### src/rtl/multicycle_seq_ctrl_if.sv
// Handshake/control bundle between the multi-cycle sequencer and its
// surroundings (IFU, DATAPATH, status observers).
// The master modport is the sequencer side; the slave modport is the
// environment side that drives start/stop/instruction/zero.
interface multicycle_seq_ctrl_if #(
    parameter int RET_W = 8
);
    logic             start;
    logic             stop;
    logic             instr_valid;
    logic             instr_ready;
    logic [3:0]       instr_code;
    logic             zero;
    logic [1:0]       rs1_addr;
    logic [1:0]       rs2_addr;
    logic [1:0]       rd_addr;
    logic [1:0]       alu_control;
    logic             alu_en;
    logic             regwrite;
    logic             zero_q;
    logic             busy;
    logic             done;
    logic             err;
    logic [RET_W-1:0] retired;
    logic [15:0]      stall_cnt;

    modport master (
        input  start, stop, instr_valid, instr_code, zero,
        output instr_ready, rs1_addr, rs2_addr, rd_addr, alu_control,
               alu_en, regwrite, zero_q, busy, done, err, retired, stall_cnt
    );

    modport slave (
        output start, stop, instr_valid, instr_code, zero,
        input  instr_ready, rs1_addr, rs2_addr, rd_addr, alu_control,
               alu_en, regwrite, zero_q, busy, done, err, retired, stall_cnt
    );
endinterface

### src/rtl/multicycle_seq_ctrl.sv
// Multi-cycle sequencer for the 4-bit-instruction datapath.
// Each instruction goes FETCH -> DECODE -> EXECUTE -> WRITEBACK; opcode 0
// is a NOP that retires from DECODE, opcode F halts.  A FETCH that waits
// TIMEOUT cycles without a valid instruction parks the sequencer in a
// sticky ERROR state.  Every output is a function of registered state only.
// Optional feature macro: SEQ_STALL_CNT_EN enables the saturating FETCH
// stall-cycle counter; without it stall_cnt is constant zero.
module multicycle_seq_ctrl #(
    parameter int RET_W   = 8,
    parameter int TIMEOUT = 15
) (
    input  logic                  clock,
    input  logic                  reset,
    multicycle_seq_ctrl_if.master bus
);

    localparam int TW = $clog2(TIMEOUT + 1);
    localparam logic [TW-1:0] TMO_LAST = TW'(TIMEOUT - 1);

    typedef enum logic [2:0] {
        S_IDLE,
        S_FETCH,
        S_DECODE,
        S_EXECUTE,
        S_WRITEBACK,
        S_HALT,
        S_ERROR
    } state_t;

    state_t           state_q, state_d;
    logic [3:0]       ir_q, ir_d;
    logic             zero_q, zero_d;
    logic [TW-1:0]    tmo_q, tmo_d;
    logic [RET_W-1:0] retired_q;
    logic             retirePulse;

    // State, instruction register, captured zero flag and FETCH wait counter
    always_ff @(posedge clock or posedge reset) begin
        if (reset) begin
            state_q <= S_IDLE;
            ir_q    <= 4'h0;
            zero_q  <= 1'b0;
            tmo_q   <= '0;
        end else begin
            state_q <= state_d;
            ir_q    <= ir_d;
            zero_q  <= zero_d;
            tmo_q   <= tmo_d;
        end
    end

    // Next-state logic: handshake, decode dispatch, timeout and boundary stop
    always_comb begin
        state_d     = state_q;
        ir_d        = ir_q;
        zero_d      = zero_q;
        tmo_d       = '0;
        retirePulse = 1'b0;
        case (state_q)
            S_IDLE: begin
                if (bus.start) state_d = S_FETCH;
            end
            S_FETCH: begin
                if (bus.instr_valid) begin
                    ir_d    = bus.instr_code;
                    state_d = S_DECODE;
                end else if (tmo_q == TMO_LAST) begin
                    state_d = S_ERROR;
                end else begin
                    tmo_d = tmo_q + TW'(1);
                end
            end
            S_DECODE: begin
                if (ir_q == 4'hF) begin
                    state_d = S_HALT;
                end else if (ir_q == 4'h0) begin
                    retirePulse = 1'b1;
                    state_d     = bus.stop ? S_IDLE : S_FETCH;
                end else begin
                    state_d = S_EXECUTE;
                end
            end
            S_EXECUTE: begin
                zero_d  = bus.zero;
                state_d = S_WRITEBACK;
            end
            S_WRITEBACK: begin
                retirePulse = 1'b1;
                state_d     = bus.stop ? S_IDLE : S_FETCH;
            end
            S_HALT: begin
                if (bus.start) state_d = S_FETCH;
            end
            S_ERROR: begin
                state_d = S_ERROR;
            end
            default: begin
                state_d = S_IDLE;
            end
        endcase
    end

    // Retired-instruction counter, saturating at all ones
    always_ff @(posedge clock or posedge reset) begin
        if (reset) begin
            retired_q <= '0;
        end else if (retirePulse && (retired_q != {RET_W{1'b1}})) begin
            retired_q <= retired_q + RET_W'(1);
        end
    end

`ifdef SEQ_STALL_CNT_EN
    logic [15:0] stall_q;

    // FETCH stall-cycle counter, saturating, cleared only by reset
    always_ff @(posedge clock or posedge reset) begin
        if (reset) begin
            stall_q <= 16'h0000;
        end else if ((state_q == S_FETCH) && !bus.instr_valid && (stall_q != 16'hFFFF)) begin
            stall_q <= stall_q + 16'd1;
        end
    end

    assign bus.stall_cnt = stall_q;
`else
    assign bus.stall_cnt = 16'h0000;
`endif

    assign bus.instr_ready = (state_q == S_FETCH);
    assign bus.rs1_addr    = ir_q[2:1];
    assign bus.rs2_addr    = ir_q[3:2];
    assign bus.rd_addr     = ir_q[1:0];
    assign bus.alu_en      = (state_q == S_EXECUTE);
    assign bus.alu_control = (state_q == S_EXECUTE) ? ir_q[3:2] : 2'b00;
    assign bus.regwrite    = (state_q == S_WRITEBACK);
    assign bus.zero_q      = zero_q;
    assign bus.busy        = (state_q == S_FETCH) || (state_q == S_DECODE) ||
                             (state_q == S_EXECUTE) || (state_q == S_WRITEBACK);
    assign bus.done        = (state_q == S_HALT);
    assign bus.err         = (state_q == S_ERROR);
    assign bus.retired     = retired_q;

endmodule
### src/flat_wrapper.sv
// flat-port wrapper written by rule: the top's interface ports become plain ports
module multicycle_seq_ctrl_flat 
#(
    parameter int RET_W   = 8,
    parameter int TIMEOUT = 15
)
  (clock, reset, bus_start, bus_stop, bus_instr_valid, bus_instr_code, bus_zero, bus_instr_ready, bus_rs1_addr, bus_rs2_addr, bus_rd_addr, bus_alu_control, bus_alu_en, bus_regwrite, bus_zero_q, bus_busy, bus_done, bus_err, bus_retired, bus_stall_cnt);
  multicycle_seq_ctrl_if #(.RET_W(RET_W)) bus_i ();
  input  logic clock;
  input  logic reset;
  input wire logic [$bits(bus_i.start)-1:0] bus_start;
  input wire logic [$bits(bus_i.stop)-1:0] bus_stop;
  input wire logic [$bits(bus_i.instr_valid)-1:0] bus_instr_valid;
  input wire logic [$bits(bus_i.instr_code)-1:0] bus_instr_code;
  input wire logic [$bits(bus_i.zero)-1:0] bus_zero;
  output wire logic [$bits(bus_i.instr_ready)-1:0] bus_instr_ready;
  output wire logic [$bits(bus_i.rs1_addr)-1:0] bus_rs1_addr;
  output wire logic [$bits(bus_i.rs2_addr)-1:0] bus_rs2_addr;
  output wire logic [$bits(bus_i.rd_addr)-1:0] bus_rd_addr;
  output wire logic [$bits(bus_i.alu_control)-1:0] bus_alu_control;
  output wire logic [$bits(bus_i.alu_en)-1:0] bus_alu_en;
  output wire logic [$bits(bus_i.regwrite)-1:0] bus_regwrite;
  output wire logic [$bits(bus_i.zero_q)-1:0] bus_zero_q;
  output wire logic [$bits(bus_i.busy)-1:0] bus_busy;
  output wire logic [$bits(bus_i.done)-1:0] bus_done;
  output wire logic [$bits(bus_i.err)-1:0] bus_err;
  output wire logic [$bits(bus_i.retired)-1:0] bus_retired;
  output wire logic [$bits(bus_i.stall_cnt)-1:0] bus_stall_cnt;
  assign bus_i.start = bus_start;
  assign bus_i.stop = bus_stop;
  assign bus_i.instr_valid = bus_instr_valid;
  assign bus_i.instr_code = bus_instr_code;
  assign bus_i.zero = bus_zero;
  assign bus_instr_ready = bus_i.instr_ready;
  assign bus_rs1_addr = bus_i.rs1_addr;
  assign bus_rs2_addr = bus_i.rs2_addr;
  assign bus_rd_addr = bus_i.rd_addr;
  assign bus_alu_control = bus_i.alu_control;
  assign bus_alu_en = bus_i.alu_en;
  assign bus_regwrite = bus_i.regwrite;
  assign bus_zero_q = bus_i.zero_q;
  assign bus_busy = bus_i.busy;
  assign bus_done = bus_i.done;
  assign bus_err = bus_i.err;
  assign bus_retired = bus_i.retired;
  assign bus_stall_cnt = bus_i.stall_cnt;
  multicycle_seq_ctrl #(.RET_W(RET_W), .TIMEOUT(TIMEOUT)) u_core (.clock(clock), .reset(reset), .bus(bus_i));
endmodule
### config.mk
export PLATFORM = sky130hd
export DESIGN_NAME = multicycle_seq_ctrl_flat
export DESIGN_NICKNAME = d
export VERILOG_FILES = /design/src/rtl/multicycle_seq_ctrl_if.sv /design/src/rtl/multicycle_seq_ctrl.sv /design/src/flat_wrapper.sv
export SDC_FILE = /design/constraint.sdc
export NUM_CORES = 1
export LEC_CHECK = 0
export ABC_CLOCK_PERIOD_IN_PS = 1880
export BUFFER_PORTS_ARGS = -buffer_cell sky130_fd_sc_hd__buf_4
export CORE_MARGIN = 5
export CORE_UTILIZATION = 43
export DETAILED_ROUTE_END_ITERATION = 8
export PLACE_DENSITY_LB_ADDON = 0.25
export RECOVER_POWER = 100
export SETUP_SLACK_MARGIN = 0.05
export SLEW_MARGIN = 25
export SYNTH_ARGS = -nofsm -noshare
export SYNTH_HDL_FRONTEND = slang
export SYNTH_SLANG_ARGS = --single-unit
export TNS_END_PERCENT = 5
### constraint.sdc
create_clock -name clock -period 1.88 [get_ports clock]
set_clock_uncertainty 0.2 [all_clocks]
set_input_delay 0.188 -clock clock [delete_from_list [all_inputs] [get_ports clock]]
set_output_delay 0.188 -clock clock [all_outputs]
set_load 0.01 [all_outputs]
==> qor.txt, run 1 <==
die height - 63.13 um
Post-Route WL - 2.769 mm
CTS Sinks - 20
TritonCTS buffer count - 3
# IOs - 49
port bufs - 32
HP Class - in -> reg
Initial Utilization - 44.39%
commonest non-fill, non-tap cells in the layout - buf_4, clkbuf_1, dfrtp_1
count of warnings emitted by yosys - 0
die width - 63.13 um
largest net degree at the start of global routing - 21
Crit Reg-Reg Startpoint - u_core.state_q[1]
GRT Max-Usage Layer - met2
P&R area growth vs syn - 35.57%
Max VDD drop - 0.8617 mV
max_cap viols - 0
htree depth - 1
final setup violation count - 0
Final Hold Vio Count - 0
total gr overflow - 0
Core Box Area - 2734 sq um
Worst-path clk slew - 130 ps
final antenna-violating net count - 0
total number of vias - 1015
WS Path Type - reg -> reg
Avg WL per Cell - 13.38 um
first-pass GRT wire length - 4.257 mm
worst reg2reg path depth - 4
Critical Path End - u_core.ir_q[0]
Clock Tree Buf Depth - 2
Async S/R FF share, synth - 100.0%
dpl hpwl - 2.029 mm
M3 GR Usage - 2.664%
# DRC - 0
area leader, netlist - dfrtp_1
Routability Congestion - 0.8395
synthesized area per cell - 10.20 sq um
antenna diode count - 0
RSZ-0062 raised after global routing - yes
DR iter-0 viols - 28
reg2reg end - u_core.ir_q[0]
vias per std cell - 4.903
antenna violations before repair - 0
Placed Instances - 188
met1 GRT Util - 16.03%
worst path arrival time - 1820 ps
later-pin clock latency in the skew report - 310 ps
Core Util, Final - 60.18%
distinct cell type count after synthesis - 35
status - completed
Post-synth EDFFs - 0
GRT Total Usage - 13.22%
fin cells - 207
Setup crit start kind - flip-flop
Site Rows - 19
crit path from - u_core.state_q[1]
CTS tree - done
synthesis-stage register bit count - 20
pwr/cell area - 1373 nW/um^2
Worst setup EP type - flip-flop
Max Slew Vio Count - 0
full die area - 3985 sq um
crit path time final - 1807 ps
GR met2 Demand/Resource - 22.69%
period utilisation layout - 96.14%
final net count - 190
hold path startpoint - bus_start
Yosys top cell area share - 41.24%
fmax - 0.5533 GHz
share of layout cells above drive strength 1 - 31.25%
first drt pass iteration count - 4
Worst Max-Slew Pin Slew - 518.5 ps
commonest non-fill, non-tap cell in the layout - buf_4
Post-Syn Instances - 119
number of global-route vias before repair - 951
top cells by area, synth - dfrtp_1, buf_4, mux2_2
sequential area share after synthesis - 41.24%
worst endpoint required time - 1890 ps
Rel. slew slack - 65.44%
root buffer selected by CTS - clkbuf_4
LEAKAGE - 0.0007618 uW
synthesized area - 1214 sq um
crit-path max FO - 4
Main synth FF type - dfrtp_1
Worst R2R Setup Slack - 70 ps
## logic make-up after synthesis
group / Yosys count / share of synthesized area, %
simple gates: 38 / 19.90
buf+inv: 27 / 14.02
flops: 20 / 41.24
compound gates: 14 / 8.455
xor+xnor: 9 / 6.495
mux: 7 / 6.494
fa+ha+maj: 3 / 3.093
other cells: 1 / 0.3090
## layer usage
metal / part of all wire [%] / up-vias
li1: - / 490
met1: 41 / 490
met4: 1.3 / 0
met2: 51 / 31
met3: 6.2 / 4
met5: 0 / -
## state kept, by name, indices dropped and copies added (netlist names)
name and flops:
u_core.state_q 3, u_core.ir_q 4, u_core.bus.retired 8, u_core.tmo_q 4
u_core.bus.zero_q 1
## worst max-delay path, stage by stage (launching register included)
cell and delay [ps]:
dfrtp_2 460, clkbuf_1 130, nor3b_2 250, and2_0 300, mux2_2 370
## cell usage after synthesis, drive strengths merged, types with 2 or more instances
master,n
dfrtp,20
buf,19
nor2,8
mux2,7
nand3,7
xor2,7
inv,6
nor3b,5
o21ai,4
a21oi,3
and2,3
ha,3
nor3,3
nor4,3
a31oi,2
clkbuf,2
nand2,2
nand2b,2
nand4,2
xnor2,2
## per-stage QoR
step / power [uW] / TNS [ps] / cell area [sq um] / setup WS [ps] / hold slack [ps]
5_1_grt: 2435 / -0.2258 / 1645 / -0.2258 / 5.976
3_3_place_gp: 1865 / 0 / 1496 / 109.9 / 36.66
3_5_place_dp: 1905 / 0 / 1496 / 64.43 / 39.72
4_1_cts: 2327 / 0 / 1658 / 34.54 / 5.437
6_report: 2259 / 0 / 1645 / 72.61 / 10.22
2_1_floorplan: 1382 / 0 / 1275 / 80.09 / -48.17
## cell type report
class	instances	area (sq um)
fillers	250	1089
flip-flops and latches	20	503.0
well taps	31	38.79
inverters	6	22.52
clock buffers	3	22.52
clock inverters	1	30.03
multi-input cells	87	624.3
repair buffers	59	404.1
## what timing repair did
action	CTS	global route
setup endpoints to repair	4	7
setup buffers	2	5
pin swaps	0	3
hold buffers	8	0
endpoints found under the hold margin	27	0
gates resized for setup	4	7
## worst min-delay path by stage
stage                            endpoint  slack (ps)  depth (start not counted)
floorplan           u_core.bus.retired[0]         -50                          1
global placement    u_core.bus.retired[0]          40                          3
detailed placement        u_core.tmo_q[2]          40                          3
CTS                     u_core.state_q[2]           5                          4
global route            u_core.state_q[2]           6                          4
finish                  u_core.state_q[2]          10                          4
## where the power goes
| part | internal (uW) | total (uW) | switching (uW) | leakage [uW] |
|---|---|---|---|---|
| registers | 572 | 730 | 158 | 0.000253 |
| clock network | 216 | 357 | 141 | 0.0000279 |
| logic | 587 | 1170 | 585 | 0.000480 |
| total | 1370 | 2260 | 884 | 0.000762 |
No activity file was read; power rests on OpenSTA's default activity.
==> inputs of run 2 (changes only) <==
- SETUP_SLACK_MARGIN: 0.05 -> 0.4
==> qor.txt, run 2 (synthesized netlist as in run 1, its figures left out) <==
LEAKAGE - 0.0007260 uW (-4.7%)
worst reg2reg path depth - 4 (unchanged)
worst hold path cell count - 4 (unchanged)
root buffer selected by CTS - clkbuf_4
CTS tree - done
vias per std cell - 4.895 (-0.17%)
DR iter-0 viols - 23 (-18%)
antenna diode count - 0 (unchanged)
die height - 63.13 um (unchanged)
final setup violation count - 0 (unchanged)
RSZ-0062 raised after global routing - yes
TritonCTS buffer count - 3 (unchanged)
number of global-route vias before repair - 913 (-4.0%)
dpl hpwl - 1.975 mm (-2.7%)
Final Hold Vio Count - 0 (unchanged)
Site Rows - 19 (unchanged)
final net count - 183 (-3.7%)
# DRC - 0 (unchanged)
worst path arrival time - 1800 ps (-20 ps)
total gr overflow - 0 (unchanged)
first drt pass iteration count - 4 (unchanged)
Max Slew Vio Count - 0 (unchanged)
crit path time final - 1801 ps (-6.779 ps)
die width - 63.13 um (unchanged)
Clock Tree Buf Depth - 2 (unchanged)
Max VDD drop - 0.8780 mV (+1.9%)
reg2reg end - u_core.ir_q[2]
max_cap viols - 0 (unchanged)
full die area - 3985 sq um (unchanged)
final antenna-violating net count - 0 (unchanged)
commonest non-fill, non-tap cells in the layout - buf_4, clkbuf_1, dfrtp_1
share of layout cells above drive strength 1 - 28.99% (-2.3 points)
fin cells - 200 (-3.4%)
PnR Total Power - 2172 uW (-3.9%)
Hold Path End - u_core.state_q[0]
total number of vias - 979 (-3.5%)
Initial Utilization - 44.39% (unchanged)
later-pin clock latency in the skew report - 300 ps (about the same)
Worst setup EP type - flip-flop
port bufs - 32 (unchanged)
commonest non-fill, non-tap cell in the layout - buf_4
GRT Total Usage - 13.50% (+0.29 points)
CTS Sinks - 20 (unchanged)
period utilisation layout - 95.78% (-0.36 points)
Worst R2R Setup Slack - 80 ps (about the same)
hold path startpoint - bus_stop
Core Box Area - 2734 sq um (unchanged)
hold slack - 93.60 ps (+83.38 ps)
Avg WL per Cell - 13.16 um (-1.6%)
largest net degree at the start of global routing - 13 (-38%)
Setup crit start kind - flip-flop
Rel. slew slack - 64.55% (-0.88 points)
Worst Max-Slew Pin Slew - 531.7 ps (+13.27 ps)
crit-path max FO - 4 (unchanged)
WS Path Type - reg -> reg
setup TNS - 0 ps (unchanged)
pwr/cell area - 1365 nW/um^2 (-0.61%)
Post-Route WL - 2.632 mm (-4.9%)
HP Class - in -> reg
Routability Congestion - 0.7549 (-10%)
Crit Reg-Reg Startpoint - u_core.state_q[1]
Worst-path clk slew - 120 ps (about the same)
status - completed
htree depth - 1 (unchanged)
first-pass GRT wire length - 4.353 mm (+2.3%)
P&R area growth vs syn - 31.13%
worst endpoint required time - 1880 ps (about the same)
Placed Instances - 184 (-2.1%)
antenna violations before repair - 0 (unchanged)
fmax - 0.5554 GHz (+0.38%)
# IOs - 49 (unchanged)
Largest register FFs - 8 (unchanged)
[run 2: cell type report]
| class | instances | area, sq um |
|---|---|---|
| well taps | 31 | 38.79 |
| fillers | 255 | 1142 |
| flip-flops and latches | 20 | 504.2 |
| repair buffers | 52 | 344.1 |
| multi-input cells | 87 | 629.4 |
| inverters | 6 | 22.52 |
| clock inverters | 1 | 30.03 |
| clock buffers | 3 | 22.52 |
[run 2: where the power goes]
part	internal [uW]	leakage [uW]	switching, uW
combinational	517	0.000445	548
clock	215	0.0000279	139
sequential	574	0.000253	179
total	1310	0.000726	865
[run 2: per-layer routing]
layer	up-vias	wire, um	track usage, %
met3	4	204	3.375
met5	-	0	0
met4	0	29	3.979
met1	463	1139	17.86
li1	477	-	-
met2	35	1258	21.67
[run 2: how the worst max path moves through the flow]
stage / start / to / slack (ps) / depth (start not counted)
CTS: u_core.ir_q[3] / u_core.bus.retired[6] / 80 / 4
detailed placement: u_core.ir_q[1] / u_core.bus.retired[1] / 50 / 4
global placement: u_core.ir_q[1] / u_core.bus.retired[6] / 100 / 4
floorplan: u_core.ir_q[1] / u_core.bus.retired[6] / 120 / 4
finish: u_core.state_q[1] / u_core.ir_q[2] / 80 / 4
global route: u_core.bus.retired[2] / u_core.bus.retired[4] / 2 / 5
[run 2: metrics by stage]
stage	setup WS [ps]	util, %	area, sq um
after CTS	78.73	60.46	1653
final	79.39	58.22	1592
after detailed placement	49.47	54.00	1476
after global placement	100.5	54.00	1476
after global routing	2.342	58.22	1592
after floorplan	116.2	-	1285
[run 2: timing repair]
item / 4_1_cts / 5_1_grt
setup buffers: 4 / 0
hold buffers: 8 / 0
pin swaps: 2 / 0
gates resized for setup: 4 / 4
setup endpoints to repair: 24 / 29
hold endpoints to repair: 18 / 0
[run 2: critical path, stage by stage, from the launching register on]
cell and delay, ps:
dfrtp_2 440, clkbuf_4 140, nor3b_1 240, and2_0 310, mux2_2 370
